[config.mk]
export PLATFORM = sky130hd
export DESIGN_NAME = if_fetch_unit
export DESIGN_NICKNAME = d
export VERILOG_FILES = /design/src/rtl/fetch_pkg.sv /design/src/rtl/ifid_slot.sv /design/src/rtl/if_fetch_unit.sv
export SDC_FILE = /design/constraint.sdc
export NUM_CORES = 1
export LEC_CHECK = 0
export CAP_MARGIN = 15
export CORE_MARGIN = 3
export CORE_UTILIZATION = 39
export CTS_CLUSTER_SIZE = 14
export DETAILED_ROUTE_END_ITERATION = 10
export PLACE_DENSITY_LB_ADDON = 0.3
export SLEW_MARGIN = 20
export SYNTH_ARGS = -nofsm -noshare
export SYNTH_HDL_FRONTEND = slang
export SYNTH_SLANG_ARGS = --single-unit
[constraint.sdc]
create_clock -name clk -period 1.5 [get_ports clk]
set_input_delay 0.3 -clock clk [delete_from_list [all_inputs] [get_ports clk]]
set_output_delay 0.3 -clock clk [all_outputs]
set_load 0.1 [all_outputs]
[src/rtl/fetch_pkg.sv]
// Shared types and constants for the instruction-fetch stage.
package fetch_pkg;
  typedef enum logic [1:0] {IDLE = 2'd0, WAIT_RSP = 2'd1, DROP = 2'd2} fetch_state_t;
  localparam logic [31:0] NOP_INSTR_DEF = 32'h0000_0013;
endpackage

[src/rtl/ifid_slot.sv]
// One-entry IF/ID register: load from the fetch FSM, consume by decode, flush on redirect.
module ifid_slot #(
  parameter int                    AW  = 32,
  parameter int                    DW  = 32,
  parameter logic [DW-1:0]         NOP = '0
) (
  input  logic          clk,
  input  logic          rst,
  input  logic          load_i,
  input  logic [AW-1:0] ld_pc_i,
  input  logic [DW-1:0] ld_instr_i,
  input  logic          ld_mis_i,
  input  logic          flush_i,
  input  logic          ready_i,
  output logic          valid_o,
  output logic [AW-1:0] pc_o,
  output logic [DW-1:0] instr_o,
  output logic          mis_o
);
  logic          valid_q, valid_d;
  logic [AW-1:0] pc_q, pc_d;
  logic [DW-1:0] instr_q, instr_d;
  logic          mis_q, mis_d;

  // Priority: consume, then refill on the same edge, then flush wins over both.
  always_comb begin
    valid_d = valid_q;
    pc_d    = pc_q;
    instr_d = instr_q;
    mis_d   = mis_q;
    if (valid_q && ready_i) begin
      valid_d = 1'b0;
      instr_d = NOP;
      mis_d   = 1'b0;
    end
    if (load_i) begin
      valid_d = 1'b1;
      pc_d    = ld_pc_i;
      instr_d = ld_instr_i;
      mis_d   = ld_mis_i;
    end
    if (flush_i) begin
      valid_d = 1'b0;
      instr_d = NOP;
      mis_d   = 1'b0;
    end
  end

  always_ff @(posedge clk) begin
    if (!rst) begin
      valid_q <= 1'b0;
      pc_q    <= '0;
      instr_q <= NOP;
      mis_q   <= 1'b0;
    end else begin
      valid_q <= valid_d;
      pc_q    <= pc_d;
      instr_q <= instr_d;
      mis_q   <= mis_d;
    end
  end

  assign valid_o = valid_q;
  assign pc_o    = pc_q;
  assign instr_o = instr_q;
  assign mis_o   = mis_q;
endmodule

[src/rtl/if_fetch_unit.sv]
// Fetch stage: one outstanding imem request, response parked in the IF/ID slot for decode.
module if_fetch_unit
  import fetch_pkg::*;
#(
  parameter int                      ADDRESS_WIDTH = 32,
  parameter int                      DATA_WIDTH    = 32,
  parameter logic [DATA_WIDTH-1:0]   NOP_INSTR     = DATA_WIDTH'(NOP_INSTR_DEF)
) (
  input  logic                     clk,
  input  logic                     rst,
  input  logic [ADDRESS_WIDTH-1:0] pc_i,
  output logic                     pc_advance_o,
  input  logic                     flush_i,
  output logic                     imem_req_o,
  output logic [ADDRESS_WIDTH-1:0] imem_addr_o,
  input  logic                     imem_gnt_i,
  input  logic                     imem_rvalid_i,
  input  logic [DATA_WIDTH-1:0]    imem_rdata_i,
  output logic                     if_valid_o,
  output logic [ADDRESS_WIDTH-1:0] if_pc_o,
  output logic [DATA_WIDTH-1:0]    if_instr_o,
  output logic                     if_misalign_o,
  input  logic                     id_ready_i,
  output fetch_state_t             dbg_state_o
);
  // Handshakes: an imem request transfers on a cycle where imem_req_o & imem_gnt_i;
  // an ungranted request may be withdrawn. The IF/ID slot transfers to decode on a
  // cycle where if_valid_o & id_ready_i; while valid and not ready its payload is frozen.
  fetch_state_t             state_q, state_d;
  logic [ADDRESS_WIDTH-1:0] req_pc_q, req_pc_d;
  logic                     req_mis_q, req_mis_d;
  logic                     imem_req;
  logic                     slot_load;

  always_comb begin
    state_d   = state_q;
    req_pc_d  = req_pc_q;
    req_mis_d = req_mis_q;
    imem_req  = 1'b0;
    slot_load = 1'b0;
    case (state_q)
      IDLE: begin
        imem_req = ~flush_i & (~if_valid_o | id_ready_i);
        if (imem_req && imem_gnt_i) begin
          state_d   = WAIT_RSP;
          req_pc_d  = pc_i;
          req_mis_d = |pc_i[1:0];
        end
      end
      WAIT_RSP: begin
        if (imem_rvalid_i) begin
          slot_load = ~flush_i;
          state_d   = IDLE;
        end else if (flush_i) begin
          state_d = DROP;
        end
      end
      DROP: begin
        if (imem_rvalid_i) state_d = IDLE;
      end
      default: state_d = IDLE;
    endcase
    if (!rst) begin
      imem_req  = 1'b0;
      slot_load = 1'b0;
    end
  end

  always_ff @(posedge clk) begin
    if (!rst) begin
      state_q   <= IDLE;
      req_pc_q  <= '0;
      req_mis_q <= 1'b0;
    end else begin
      state_q   <= state_d;
      req_pc_q  <= req_pc_d;
      req_mis_q <= req_mis_d;
    end
  end

  assign imem_req_o   = imem_req;
  assign pc_advance_o = imem_req & imem_gnt_i;
  assign imem_addr_o  = {pc_i[ADDRESS_WIDTH-1:2], 2'b00};
  assign dbg_state_o  = state_q;

  ifid_slot #(
    .AW  (ADDRESS_WIDTH),
    .DW  (DATA_WIDTH),
    .NOP (NOP_INSTR)
  ) u_slot (
    .clk        (clk),
    .rst        (rst),
    .load_i     (slot_load),
    .ld_pc_i    (req_pc_q),
    .ld_instr_i (imem_rdata_i),
    .ld_mis_i   (req_mis_q),
    .flush_i    (flush_i),
    .ready_i    (id_ready_i),
    .valid_o    (if_valid_o),
    .pc_o       (if_pc_o),
    .instr_o    (if_instr_o),
    .mis_o      (if_misalign_o)
  );
endmodule

==> results.json, run 1 <==
{
  "path_max_fanout": 2,
  "syn_avg_cell_area_um2": 8.91,
  "grt_setup_unrepaired": "yes",
  "yosysWarnings": 0,
  "clkTransAtPathRegs_ns": 0.10,
  "seqPwrFrac_pct": 48.7,
  "io_buffers": 169,
  "crit_type": "reg -> out",
  "fin_skew_ns": 0.0127,
  "powerDensity_nw_per_um2": 760,
  "drc": 0,
  "dieHeight_um": 110,
  "htreeDepth": 3,
  "clockPowerShare_pct": 29.6,
  "r2r_start": "dbg_state_o[1]",
  "hold_class": "reg -> reg",
  "grtUsageMet3_pct": 5.65,
  "overflow": 0,
  "critPathMaxStageDelay_ns": 0.39,
  "hold_depth": 2,
  "synthArstFlopShare_pct": 0,
  "crit_path_cell_trace": "or3b_4, nor3b_4, and2_4, buf_12",
  "arrival_ns": 1.65,
  "dp_hpwl_mm": 7.91,
  "fillers": 764,
  "area_growth_pct": 76.3,
  "timing.final.hold_violations": 0,
  "start_util_pct": 40.6,
  "nets": 699,
  "reg2reg_depth": 7,
  "drive_above_1_share_pct": 26.2,
  "synth_area_leaders": "dfxtp_1 48%, mux2i_1 15%, nand2_1 8.7%, a31o_1 6.2%, inv_1 5.7%",
  "peakVddDrop_mv": 0.493,
  "grt_usage_pct": 18.8,
  "avgViaCountPerCell": 4.64,
  "period_share_pct": 130,
  "antenna_found_initial": 0,
  "cts_made_buffers": 9,
  "via_count": 3576,
  "row_count": 37,
  "dp_cells": 738,
  "synth_cells": 477,
  "cts_tree": "built",
  "dr.pass1.iters": 4,
  "post-route-min-period_ns": 1.95,
  "wl_mm": 11.4,
  "cp_num_cells": 4,
  "status": "finished, violations left",
  "die_w_um": 110,
  "yosysTopAreaCellShare_pct": 47.6,
  "place_congestion": 0.757,
  "p_switching_mw": 1.68,
  "grt_use_met1_pct": 21.6,
  "core_area_um2": 10500,
  "setup_viol": 68,
  "r2r-end": "u_slot.pc_o[7]",
  "n_antenna_cell": 0,
  "clk_path_buf_depth": 2,
  "relSlewSlack_pct": 63.8,
  "cap_violations": 0,
  "instances_no_fill": 770,
  "ant_nets": 0,
  "drv_slew": 0,
  "die_area_um2": 12200,
  "final_core_util_pct": 71.6,
  "synth_common_cells": "101 x dfxtp_1, 99 x nand2_1, 65 x inv_1, 65 x mux2i_1, 34 x nor3_1",
  "yosysTopAreaCell": "dfxtp_1",
  "synth_area_um2": 4250,
  "yosys.cell_count.top_type": "dfxtp_1",
  "hold_buffers": 0,
  "rrSetupSlack_ns": -0.31,
  "crit_end": "pc_advance_o",
  "cts_root_buf": "clkbuf_8",
  "grt_start_max_net_pins": 58,
  "comb_power_share_pct": 21.7,
  "leakage_nw": 3.24,
  "path_buf_inv": 1,
  "synth_top_flop_cell": "dfxtp_1",
  "dp_slack_ns": -0.573,
  "p_sw_share_pct": 29.5,
  "cpMaxStageDelayCell": "or3b_4",
  "grtUsageMet2_pct": 33.5,
  "synth-edff-count": 0,
  "crit_required_ns": 1.20,
  "io_pins": 172,
  "start_kind": "flop",
  "tns_ns": -16.86,
  "worst_slack_ns": -0.446,
  "tightest_slew_ns": 0.544,
  "drt-initial-drc-count": 117,
  "seq_area_frac_synth_pct": 47.6,
  "grt-busiest-layer": "met2",
  "critical_path.top_delay_family": "simple AND/OR/NAND/NOR gates",
  "intPower_mw": 4.02,
  "violations": "setup timing",
  "crit_path_end_kind": "output port",
  "yosysUniqueCellTypes": 24,
  "grt_pass1_wl_mm": 17.8,
  "critPathLaunch": "dbg_state_o[1]",
  "clock_latency_ns": 0.36,
  "max_freq_mhz": 514,
  "synth-seq-cells": 101,
  "routed_wire_length_per_instance_um": 14.8,
  "cts_sinks": 101,
  "first_global_vias": 3610
}
state kept, by name (all words and copies together), names as in the netlist:
register,flops
dbg_state_o,2
req_mis_q,1
req_pc_q,32
u_slot.instr_o,32
u_slot.mis_o,1
u_slot.pc_o,32
u_slot.valid_o,1
timing repair:
action,4_1_cts,5_1_grt
pin swaps,3,3
gates cloned,6,0
endpoints found under the setup margin,68,71
gates resized for setup,19,6
buffers inserted,9,1
layout make-up:
type                            count  area, um2  share of cell area [%]
Clock buffer                       10        128                    1.70
Timing Repair Buffer              204       3190                    42.6
Sequential cell                   101       2030                    27.1
Inverter                           65        244                    3.26
Multi-Input combinational cell    248       1660                    22.2
Clock inverter                      6       62.6                   0.835
Tap cell                          136        170                    2.27
power groups by stage:
stage               sequential (mW)  clock [mW]  combinational [mW]
global placement               2.83           0                1.19
finish                         2.77        1.68                1.24
global route                   2.78        1.87                1.29
CTS                            2.77        1.73                1.23
detailed placement             2.84           0                1.20
floorplan                      2.91           0               0.657
metrics by stage:
stage,power [mW],hold WS (ns),instance area [um2]
6_report,5.69,0.437,7490
3_5_place_dp,4.04,0.440,6920
4_1_cts,5.74,0.443,7430
5_1_grt,5.94,0.450,7490
2_1_floorplan,3.57,0.366,4320
3_3_place_gp,4.03,0.431,6920
worst register-to-register path, stage by stage, from the launching register on:
cell and delay, ns:
dfxtp_4 0.35, or3b_4 0.39, buf_4 0.15, or2_4 0.29, buf_12 0.15, buf_6 0.12
buf_16 0.13, mux2i_1 0.16
logic make-up (layout without fill, tap and decap cells):
group	Yosys count	after routing	share of synthesized area [%]
AO/OA/AOI/OAI	37	37	7.10
buffers and inverters	129	285	15.2
AND/OR/NAND/NOR	143	143	14.4
other	1	2	0.0883
flip-flops	101	101	47.6
multiplexers	66	66	15.6
worst min path at each step:
stage	start	slack, ns	end
6_report	req_pc_q[8]	0.44	u_slot.pc_o[8]
5_1_grt	req_pc_q[8]	0.45	u_slot.pc_o[8]
4_1_cts	req_pc_q[8]	0.44	u_slot.pc_o[8]
3_5_place_dp	req_pc_q[8]	0.44	u_slot.pc_o[8]
3_3_place_gp	req_pc_q[17]	0.43	u_slot.pc_o[17]
2_1_floorplan	imem_rvalid_i	0.37	dbg_state_o[1]
cells in the final DEF, fill, tap and decap left out, types with 2 or more instances in the layout:
master,n
nand2_1,99
clkinv_2,2
clkdlybuf4s50_1,67
buf_16,7
inv_1,65
buf_4,16
buf_12,106
dfxtp_4,3
nor3_1,34
dfxtp_1,98
nand2b_1,3
buf_6,7
a31o_1,30
a31oi_4,3
clkbuf_8,9
mux2i_1,64
conb_1,2
metal layers:
| layer | share of wire, % | vias up |
|---|---|---|
| met4 | 1.0 | 0 |
| li1 | - | 1809 |
| met3 | 8.6 | 11 |
| met5 | 0 | - |
| met2 | 51 | 113 |
| met1 | 40 | 1643 |
No activity file was read; power rests on OpenSTA's default activity.
==> run 2, diff against run 1 <==
SKIP_CTS_REPAIR_TIMING = 1   (was default)
clock period = 1.6 ns   (was 1.5 ns; I/O delays follow)
==> run 2 against run 1 <==
  * The flow still finishes with violations (setup timing)
  * Wire length shrank 0.61%
  * Via count up 0.62%
  * Critical path type unchanged
  * Sequential share of layout area up 0.50 points
  * Register-to-register slack better by 0.21 ns
  * Critical endpoint unchanged
==> results.json, run 2 (synthesized netlist as in run 1, its figures left out) <==
{
  "violations": "setup timing",
  "final_common_cell": "buf_12",
  "dp_hpwl_mm": 8.24,
  "dieHeight_um": 110,
  "r2r-end": "u_slot.instr_o[8]",
  "clk_path_buf_depth": 2,
  "timing.final.hold_violations": 0,
  "dr.pass1.iters": 4,
  "worst_slack_ns": -0.365,
  "cts_tree": "built",
  "seq_area_um2": 2030,
  "holdPathEnd": "u_slot.pc_o[0]",
  "cts_sinks": 101,
  "r2r_start": "dbg_state_o[1]",
  "die_w_um": 110,
  "p_switching_mw": 1.57,
  "multi_input_area_um2": 1640,
  "hp-start": "req_pc_q[0]",
  "cap_violations": 0,
  "nets": 692,
  "rrSetupSlack_ns": -0.10,
  "clkTransAtPathRegs_ns": 0.10,
  "arrival_ns": 1.64,
  "crit_path_end_kind": "output port",
  "final_cell_mix": "106 x buf_12, 99 x nand2_1, 98 x dfxtp_1, 67 x clkdlybuf4s50_1, 65 x inv_1",
  "place_congestion": 0.728,
  "via_count": 3598,
  "grt_usage_pct": 18.1,
  "powerDensity_nw_per_um2": 732,
  "avgViaCountPerCell": 4.71,
  "cts_root_buf": "clkbuf_8",
  "tns_ns": -3.55,
  "status": "finished, violations left",
  "start_util_pct": 40.6,
  "die_area_um2": 12200,
  "drt-initial-drc-count": 129,
  "peakVddDrop_mv": 0.442,
  "io_buffers": 169,
  "clockPowerShare_pct": 30.3,
  "intPower_mw": 3.81,
  "leakage_nw": 3.18,
  "grt_setup_unrepaired": "yes",
  "wl_mm": 11.3,
  "first_global_vias": 3651,
  "p_sw_share_pct": 29.2,
  "grt_pass1_wl_mm": 17.3,
  "routed_wire_length_per_instance_um": 14.8,
  "reg2reg_depth": 5,
  "crit_type": "reg -> out",
  "htreeDepth": 3,
  "cts_made_buffers": 9,
  "io_pins": 172,
  "path_max_fanout": 2,
  "overflow": 0,
  "start_kind": "flop",
  "hold_depth": 2,
  "fillers": 775,
  "antenna_found_initial": 1,
  "seqPwrFrac_pct": 48.3,
  "period_share_pct": 123,
  "drive_above_1_share_pct": 25.4,
  "clock_latency_ns": 0.35,
  "max_freq_mhz": 509,
  "ant_nets": 0,
  "area_growth_pct": 73.1,
  "fin_skew_ns": 0.00968,
  "final_core_util_pct": 70.3,
  "comb_power_share_pct": 21.4,
  "drv_slew": 0,
  "total_power_mw": 5.38,
  "setup_viol": 55,
  "crit_required_ns": 1.28,
  "core_area_um2": 10500,
  "hold_class": "reg -> reg",
  "grt_start_max_net_pins": 47,
  "post-route-min-period_ns": 1.96,
  "row_count": 37,
  "drc": 0
}
[run 2: cell count changes in the layout (fill, tap and decap cells not counted), sizes merged]
cell / change
buf: -13
clkbuf: +6
clkinv: -2
diode: +1
dlygate4sd2: -1
dlymetal6s2s: +1
inv: +1
or2: +1
[run 2: stage by stage]
step	cell area [um2]	worst slack, ns	hold slack [ns]	std cells
floorplan	4320	-1.05	0.386	478
CTS	7160	-0.544	0.446	754
detailed placement	6960	-0.530	0.442	738
global route	7360	-0.435	0.478	764
global placement	6960	-0.508	0.432	738
finish	7360	-0.365	0.443	764
[run 2: critical path, stage by stage (launching register included)]
cell	delay, ns
dfxtp_4	0.35
or3b_4	0.41
nor3b_4	0.20
and2_4	0.18
buf_12	0.16
[run 2: cell type report]
type                    count  share of cell area, %
repair buffers            196                   41.7
flip-flops and latches    101                   27.6
multi-input cells         249                   22.3
inverters                  65                   3.32
well taps                 136                   2.31
clock buffers              11                   1.92
clock inverters             5                  0.782
diodes                      1                 0.0340
[run 2: how the worst max path moves through the flow]
stage / start / end / depth (start not counted)
after detailed placement: flush_i / pc_advance_o / 5
after floorplan: dbg_state_o[1] / pc_advance_o / 4
after global placement: flush_i / pc_advance_o / 5
final: dbg_state_o[1] / pc_advance_o / 4
after global routing: dbg_state_o[1] / pc_advance_o / 4
after CTS: flush_i / pc_advance_o / 5
[run 2: routing by layer]
metal	wire length, um	up-vias	global-route usage (%)	part of all wire, %
met5	0	-	0	0
met4	296	0	7.65	2.6
met3	1020	21	5.82	9.0
met2	5580	133	30.8	49
met1	4430	1661	20.7	39
li1	-	1783	-	-
[run 2: power by group through the flow]
stage          registers [mW]  logic [mW]  clock network (mW)
3_5_place_dp             2.66        1.14                   0
4_1_cts                  2.60        1.14                1.68
5_1_grt                  2.61        1.20                1.77
3_3_place_gp             2.66        1.12                   0
2_1_floorplan            2.73       0.614                   0
6_report                 2.60        1.15                1.63
